==> src/rtl/jtframe_obj_linedraw_pkg.sv <==
// rtl/jtframe_obj_linedraw_pkg.sv - shared constants and FSM encoding for the object line drawer
package jtframe_obj_linedraw_pkg;

  typedef enum logic [1:0] {
    IDLE = 2'd0,
    REQ  = 2'd1,
    WAIT = 2'd2,
    DRAW = 2'd3
  } state_t;

  localparam int          PXL_W        = 4;
  localparam int          PXL_PER_WORD = 8;
  localparam logic [3:0]  PXL_TRANSP   = 4'd0;

endpackage

==> src/rtl/jtframe_obj_pxlsel.sv <==
// rtl/jtframe_obj_pxlsel.sv - nibble selector with horizontal flip and transparency flag
module jtframe_obj_pxlsel
  import jtframe_obj_linedraw_pkg::*;
(
  input  logic [PXL_W*PXL_PER_WORD-1:0] word,
  input  logic [2:0]                    k,
  input  logic                          hflip,
  output logic [PXL_W-1:0]              pixel,
  output logic                          opaque
);

  logic [2:0] idx;

  // Flipping walks the word from the top nibble down: 7-k is simply ~k on 3 bits
  assign idx    = hflip ? ~k : k;
  assign pixel  = word[{idx, 2'b00} +: PXL_W];
  assign opaque = pixel != PXL_TRANSP;

endmodule

==> src/rtl/jtframe_obj_linedraw.sv <==
// rtl/jtframe_obj_linedraw.sv - draws one 16-pixel 4bpp object row into the line buffer
module jtframe_obj_linedraw
  import jtframe_obj_linedraw_pkg::*;
#(
  parameter int AW = 9,
  parameter int CW = 12,
  parameter int PW = 4
) (
  input  logic              clk,
  input  logic              rst_n,
  input  logic              draw,
  output logic              busy,
  input  logic [CW-1:0]     code,
  input  logic [AW-1:0]     xpos,
  input  logic [3:0]        ysub,
  input  logic              hflip,
  input  logic              vflip,
  input  logic [PW-1:0]     pal,
  output logic [CW+4:0]     rom_addr,
  output logic              rom_cs,
  input  logic              rom_ok,
  input  logic [31:0]       rom_data,
  output logic [AW-1:0]     buf_addr,
  output logic [PW+3:0]     buf_din,
  output logic              buf_we
);

  state_t          state, state_nxt;
  logic [CW-1:0]   code_q;
  logic [AW-1:0]   xpos_q;
  logic [3:0]      row_q;
  logic            hflip_q;
  logic [PW-1:0]   pal_q;
  logic            half_q;
  logic            second;
  logic            wait_first;
  logic [2:0]      k;
  logic [31:0]     word_q;
  logic [3:0]      pixel;
  logic            opaque;

  jtframe_obj_pxlsel u_pxlsel (
    .word   (word_q),
    .k      (k),
    .hflip  (hflip_q),
    .pixel  (pixel),
    .opaque (opaque)
  );

  always_comb begin
    state_nxt = state;
    case (state)
      IDLE: if (draw && !busy) state_nxt = REQ;
      REQ:  state_nxt = WAIT;
      WAIT: if (!wait_first && rom_ok) state_nxt = DRAW;
      DRAW: if (k == 3'd7) state_nxt = second ? IDLE : REQ;
      default: state_nxt = IDLE;
    endcase
  end

  always_ff @(posedge clk or negedge rst_n) begin
    if (!rst_n) begin
      state      <= IDLE;
      busy       <= 1'b0;
      rom_cs     <= 1'b0;
      rom_addr   <= '0;
      buf_we     <= 1'b0;
      buf_addr   <= '0;
      buf_din    <= '0;
      code_q     <= '0;
      xpos_q     <= '0;
      row_q      <= '0;
      hflip_q    <= 1'b0;
      pal_q      <= '0;
      half_q     <= 1'b0;
      second     <= 1'b0;
      wait_first <= 1'b0;
      k          <= '0;
      word_q     <= '0;
    end else begin
      state  <= state_nxt;
      buf_we <= 1'b0;
      case (state)
        IDLE: begin
          // busy lingers one cycle past the last DRAW so the final write lands first
          if (busy) begin
            busy <= 1'b0;
          end else if (draw) begin
            busy    <= 1'b1;
            code_q  <= code;
            xpos_q  <= xpos;
            row_q   <= vflip ? ~ysub : ysub;
            hflip_q <= hflip;
            pal_q   <= pal;
            half_q  <= hflip;
            second  <= 1'b0;
          end
        end
        REQ: begin
          rom_cs     <= 1'b1;
          rom_addr   <= {code_q, row_q, half_q};
          wait_first <= 1'b1;
        end
        WAIT: begin
          wait_first <= 1'b0;
          // the first WAIT cycle may still show data for the previous address
          if (!wait_first && rom_ok) begin
            word_q <= rom_data;
            rom_cs <= 1'b0;
            k      <= '0;
          end
        end
        DRAW: begin
          buf_we   <= opaque;
          buf_addr <= xpos_q + AW'({second, k});
          buf_din  <= {pal_q, pixel};
          k        <= k + 3'd1;
          if (k == 3'd7 && !second) begin
            second <= 1'b1;
            half_q <= ~half_q;
          end
        end
        default: ;
      endcase
    end
  end

endmodule
==> config.mk <==
export PLATFORM = sky130hd
export DESIGN_NAME = jtframe_obj_linedraw
export DESIGN_NICKNAME = d
export VERILOG_FILES = /design/src/rtl/jtframe_obj_linedraw_pkg.sv /design/src/rtl/jtframe_obj_pxlsel.sv /design/src/rtl/jtframe_obj_linedraw.sv
export SDC_FILE = /design/constraint.sdc
export NUM_CORES = 1
export LEC_CHECK = 0
export ABC_AREA = 1
export CORE_ASPECT_RATIO = 0.8
export CORE_MARGIN = 1
export CORE_UTILIZATION = 45
export DETAILED_ROUTE_END_ITERATION = 6
export HOLD_SLACK_MARGIN = 0.12
export PLACE_DENSITY = 0.73
export RECOVER_POWER = 100
export SLEW_MARGIN = 10
export SYNTH_ARGS = -nofsm -noshare
export SYNTH_HDL_FRONTEND = slang
export SYNTH_HIERARCHICAL = 1
export SYNTH_SLANG_ARGS = --single-unit
==> constraint.sdc <==
create_clock -name clk -period 1.55 [get_ports clk]
set_input_delay 0.155 -clock clk [delete_from_list [all_inputs] [get_ports clk]]
set_output_delay 0.155 -clock clk [all_outputs]
set_load 0.03 [all_outputs]
==> results of run 1 <==
[worst register-to-register path: stages (launching register included)]
cell and delay, ns:
dfrtp_1 0.43, inv_2 0.13, ha_4 0.16, inv_2 0.05, nor3_2 0.24, inv_2 0.10, o21ai_1 0.14, inv_1 0.10
nand2_1 0.08, nand2_1 0.07
[cell usage in the layout (no fill, tap or decap), types with 2 or more instances in the layout]
master	netlist	routed
o21ai_0	23	18
nor2_1	9	8
nand3_1	43	28
dfrtp_2	0	2
nand2_1	337	320
clkbuf_1	8	25
dlygate4sd2_1	0	8
o21ai_1	1	6
ha_1	10	4
nand2_4	3	2
clkbuf_16	0	10
a21oi_1	5	4
ha_2	0	3
xnor2_1	5	4
clkbuf_4	0	3
nand3_2	0	15
inv_2	3	5
nand2_2	5	20
clkinvlp_4	0	2
dfrtp_1	107	105
clkbuf_2	0	3
inv_1	49	46
inv_8	0	2
buf_12	0	7
nand2_8	0	4
clkdlybuf4s50_1	0	70
clkinv_2	0	3
buf_4	0	14
buf_6	3	3
ha_4	0	3
[flip-flops by register name, summed over array words and instances (netlist names), 2 cells and up]
register  count
rom_addr     17
buf_addr      9
pal_q         4
code_q       12
word_q       32
buf_din       8
k             3
state         2
xpos_q        9
row_q         4
[cells by family (layout without fill, tap and decap cells)]
group                    count (synthesis)  in the layout  synth area share
XOR/XNOR                                 7              7           0.01747
AND/OR/NAND/NOR                        402            403            0.3231
flip-flops                             107            107            0.5339
adder cells (fa/ha/maj)                 11             11           0.02894
buffers and inverters                   79            205           0.06762
AO/OA/AOI/OAI                           29             29           0.02894
[routing by layer]
layer | global-route usage | up-vias
met2 | 0.3467 | 103
met1 | 0.2719 | 2035
li1 | - | 2179
met4 | 0.06667 | 0
met5 | 0 | -
met3 | 0.03932 | 21
[through the flow]
step	hold slack, ns	instance area [sq um]	total power, mW
6_report	0.2549	6824	15.08
5_1_grt	0.2985	6824	16.29
4_1_cts	0.1661	6638	14.07
3_5_place_dp	-0.01449	6332	11.87
3_3_place_gp	-0.01148	6332	11.64
2_1_floorplan	-0.1406	5020	9.453
[report_power, final]
group          internal (mW)  total (mW)  switching, mW
registers               4.08        4.89          0.809
logic                   3.13        8.08           4.96
clock network           1.12        2.11          0.990
[cell type report]
| class | instances | share of cell area |
|---|---|---|
| Clock buffer | 10 | 0.03502 |
| Clock inverter | 5 | 0.004400 |
| Inverter | 54 | 0.03190 |
| Multi-Input combinational cell | 450 | 0.3291 |
| Sequential cell | 107 | 0.3927 |
| Tap cell | 144 | 0.02640 |
| Timing Repair Buffer | 136 | 0.1804 |
[synth_stat cells (all sizes together)]
cell,count,area [sq um]
nand3,43,215.2
inv,53,201.5
ha,10,125.1
xor2,1,27.53
clkbuf,8,30.03
dfrtp,107,2678
fa,1,20.02
nand3b,1,7.510
nor2,9,33.78
o21ai,24,120.1
buf,17,103.9
a21oi,5,25.02
nand4,1,6.260
nand2,345,1330
or2,1,6.260
clkinv,1,3.750
nor3,2,21.27
xnor2,6,60.06
[repair_timing]
item                                    CTS  global route
pin swaps                                 1            33
gates resized for setup                  16            89
hold endpoints to repair                107             0
hold buffers                              1             0
endpoints found under the setup margin   51            88
gates cloned                              0             2
setup buffers                             1            10
[worst min path at each step]
stage / start / endpoint / slack [ns] / cells after the start
3_3_place_gp: rst_n / buf_addr[8] / -0.01 / 1
3_5_place_dp: rst_n / xpos_q[8] / -0.01 / 1
4_1_cts: rst_n / xpos_q[8] / 0.17 / 2
6_report: rst_n / xpos_q[8] / 0.25 / 2
2_1_floorplan: rst_n / buf_addr[0] / -0.14 / 0
5_1_grt: rst_n / buf_addr[8] / 0.30 / 2
==> metrics.yaml, run 1 <==
status: "finished, violations left"
violations: "negative setup slack"
drcViolationCount: 0
rsz0062_at_grt: "true"
final_nets: 836
multi_input_area_sq_mm: 0.002246
cpLargestDelayFamily: "flip-flops"
dr.pass1.iters: 5
routedWlPerCell_microns: 13.28
setup_tns_ns: -0.2161
grt_first_pass_wirelength_microns: 18820
htreeDepth: 3
syn_nets: 713
crit_chain: "inv_2 > ha_4 > inv_2 > nor3_2 > inv_2 > o21ai_1 > inv_1 > nand2_1 > nand2_1"
layoutNonFillerInstCount: 906
pre_cts_ws_ns: -0.06983
hold_viol: 0
ir_drop_mv: 0.8221
viasPerCell: 4.788
synth_cell_type_count: 26
rrSetupSlack_ns: -0.07
grt_pass1_vias: 4179
cp.arrival_ns: 1.85
start_util: 0.4623
path_depth: 9
critPathCapture: "k[1]"
synth_seq_cells: 107
fmax_mhz: 615.8
crit_buf_inv: 4
critPathCaptureType: "flip-flop"
syn_area_per_cell_sq_um: 7.897
synthesis.area_sq_mm: 0.005015
ios: 104
critPathLaunch: "state[0]"
grt_usage: 0.2063
setup_viol: 6
crit_type: "reg -> reg"
worst_pin_slew_ns: 0.6881
cts_tree: "built"
gr-total-overflow: 0
first_iter_violations: 221
cts-root-buf: "clkbuf_16"
startpoint_type: "flip-flop"
timing.final.max_slew_violations: 0
synth-seq-area-share: 0.5339
max_stage_delay_ns: 0.43
clock_latency_ns: 0.35
drt-total-wl_microns: 12030
power_density_mw_per_mm2: 2210
syn2layout_area_growth_pct: 36.08
slowest_stage: "dfrtp_1"
grt_max_degree: 42
slew_headroom: 0.5412
worst_hold_path_type: "in -> async"
clk_pin_slew_worst_paths_ns: 0.07
place_hpwl_microns: 8086
antenna_found_initial: 0
place_congestion: 0.8512
cpMostUsedCell: "inv_2"
finClkSkew_ns: 0.006123
syn_inst: 635
n_antenna_cell: 0
wl_met2_microns: 5920
die_w_microns: 120.0
period_share: 1.048
fin_util: 0.6291
maxCapViolations: 0
layout.area.seq_sq_mm: 0.002680
placementRows: 34
wl_met1_microns: 5430
clkSinkCount: 107
wl_met3_microns: 464
postRouteAntennaNets: 0
r2r_end: "k[1]"
reg2reg_depth: 9
power_leakage_nw: 3.523
fin_crit_ns: 1.624
clock_path_buffers: 2
nFillCells: 930
regToRegStartpoint: "state[0]"
cts_buffers: 9
die-area_sq_mm: 0.01157
dp_cells: 877
io_buffers: 103
core_area_sq_mm: 0.01085
drive_above_1_share: 0.1457
cp.required_ns: 1.78
timing.final.ws_setup_ns: -0.07399
crit_fanout: 5
yosys_warnings: 6
via_count: 4338
top_layer_used: "met4"
dieHeight_microns: 96.42
Power figures use the tool's default switching activity.
==> run 2, diff against run 1 <==
Settings changed: CTS_BUF_LIST from default to sky130_fd_sc_hd__clkbuf_2 sky130_fd_sc_hd__clkbuf_4 sky130_fd_sc_hd__clkbuf_8.
==> run 2 against run 1 <==
Net effect:
- the run still ends with negative setup slack left
- largest cell class unchanged
- critical path type unchanged
- clock power decreased by 28%
- worst setup slack improved by 0.0029 ns
- largest power group unchanged
- via count decreased by 0.62%
- critical path depth unchanged
==> metrics.yaml, run 2 (synthesis results as in run 1) <==
fin_util: 0.6322
place_congestion: 0.8512
multi_input_area_sq_mm: 0.002262
crit_chain: "buf_6 > xor2_4 > nand3_1 > nand2_1 > nand2_1 > nand2_2 > buf_6 > nand2_2 > nand2_1"
largestRegisters: "word_q: 32 flops, rom_addr: 17 flops, code_q: 12 flops"
layoutNonFillerInstCount: 904
fmax_mhz: 616.9
crit_buf_inv: 2
die_w_microns: 120.0
hold_viol: 0
final_common_cell: "nand2_1"
drive_above_1_share: 0.1553
ios: 104
grt_max_degree: 42
setup_viol: 2
grt_first_pass_wirelength_microns: 18650
via_count: 4311
clkSinkCount: 107
cp.arrival_ns: 1.93
power_density_mw_per_mm2: 2088
critPathCaptureType: "flip-flop"
setup_tns_ns: -0.1365
drt-total-wl_microns: 11720
worst_hold_path_type: "in -> async"
top_register: "word_q"
largest_reg_flops: 32
timing.final.max_slew_violations: 0
first_iter_violations: 240
routedWlPerCell_microns: 12.96
clock_latency_ns: 0.36
viasPerCell: 4.769
start_util: 0.4623
timing.final.ws_setup_ns: -0.07107
drcViolationCount: 0
whs_ns: 0.2247
layout_common_cells: "nand2_1, dfrtp_1, clkdlybuf4s50_1, inv_1, dlygate4sd2_1"
slew_headroom: 0.5304
dp_cells: 877
crit_type: "reg -> reg"
fin_crit_ns: 1.621
worst_pin_slew_ns: 0.7043
nFillCells: 925
cts-root-buf: "clkbuf_8"
rsz0062_at_grt: "true"
period_share: 1.046
startpoint_type: "flip-flop"
antenna_found_initial: 0
cts_buffers: 9
io_buffers: 103
die-area_sq_mm: 0.01157
ir_drop_mv: 0.8321
core_area_sq_mm: 0.01085
power_leakage_nw: 3.617
postRouteAntennaNets: 0
slowest_stage: "dfrtp_2"
grt_pass1_vias: 4140
violations: "negative setup slack"
cts_tree: "built"
pre_cts_ws_ns: -0.06983
cpLargestDelayFamily: "flip-flops"
max_stage_delay_ns: 0.50
finalPower_mw: 14.32
postPlaceCellArea_sq_mm: 0.006332
finClkSkew_ns: 0.005904
n_antenna_cell: 0
syn2layout_area_growth_pct: 36.75
cpMostUsedCell: "nand2_1"
clock_path_buffers: 2
crit_fanout: 8
final_nets: 834
cp.required_ns: 1.86
design_area_sq_mm: 0.006858
place_hpwl_microns: 8086
grt_usage: 0.2046
htreeDepth: 3
layout.area.seq_sq_mm: 0.002680
dr.pass1.iters: 4
maxCapViolations: 0
gr-total-overflow: 0
placementRows: 34
dieHeight_microns: 96.42
clk_pin_slew_worst_paths_ns: 0.09
status: "finished, violations left"
-- run 2: cell types whose count changed in the layout (fill, tap and decap cells not counted), moves of 5 or more --
| cell | delta |
|---|---|
| clkbuf_1 | -23 |
| clkdlybuf4s50_1 | -5 |
| dlygate4sd2_1 | +28 |
| nand2_2 | +12 |
| nand2_1 | -13 |
| clkbuf_16 | -8 |
| clkbuf_8 | +9 |
-- run 2: final timing paths --
kind | startpoint | end | slack, ns | cells past startpoint
worst max-delay path | k[1] | buf_din[3] | -0.07 | 9
worst min-delay path | rst_n | xpos_q[8] | 0.22 | 2
worst max register to register | k[1] | buf_din[3] | -0.07 | 9
worst min register to register | rom_addr[12] | rom_addr[12] | 0.47 | 2
max in group asynchronous | rst_n | code_q[3] | 0.29 | 3
min in group clk | code[7] | code_q[7] | 0.31 | 3
-- run 2: routing by layer --
metal / up-vias / wire, microns / global-route usage
met5: - / 0 / 0
met4: 0 / 195 / 0.07396
li1: 2170 / - / -
met2: 75 / 5683 / 0.3376
met1: 2050 / 5449 / 0.2717
met3: 16 / 388 / 0.03932
-- run 2: layout make-up --
type,instances,area share
Sequential cell,107,0.3908
Multi-Input combinational cell,450,0.3299
Timing Repair Buffer,134,0.1969
Inverter,54,0.03175
Tap cell,144,0.02627
Clock buffer,10,0.02007
Clock inverter,5,0.004379
-- run 2: repair_timing --
item / 4_1_cts / 5_1_grt
gates cloned: 0 / 4
hold buffers: 1 / 0
pin swaps: 0 / 24
resized for setup: 47 / 71
buffers inserted: 0 / 7
endpoints found under the setup margin: 80 / 66
endpoints found under the hold margin: 107 / 0
-- run 2: where the power goes --
part,switching (mW),total [mW],internal (mW)
Combinational,4.77,7.87,3.10
Sequential,0.854,4.93,4.08
Clock,0.904,1.51,0.611
Total,6.53,14.3,7.78
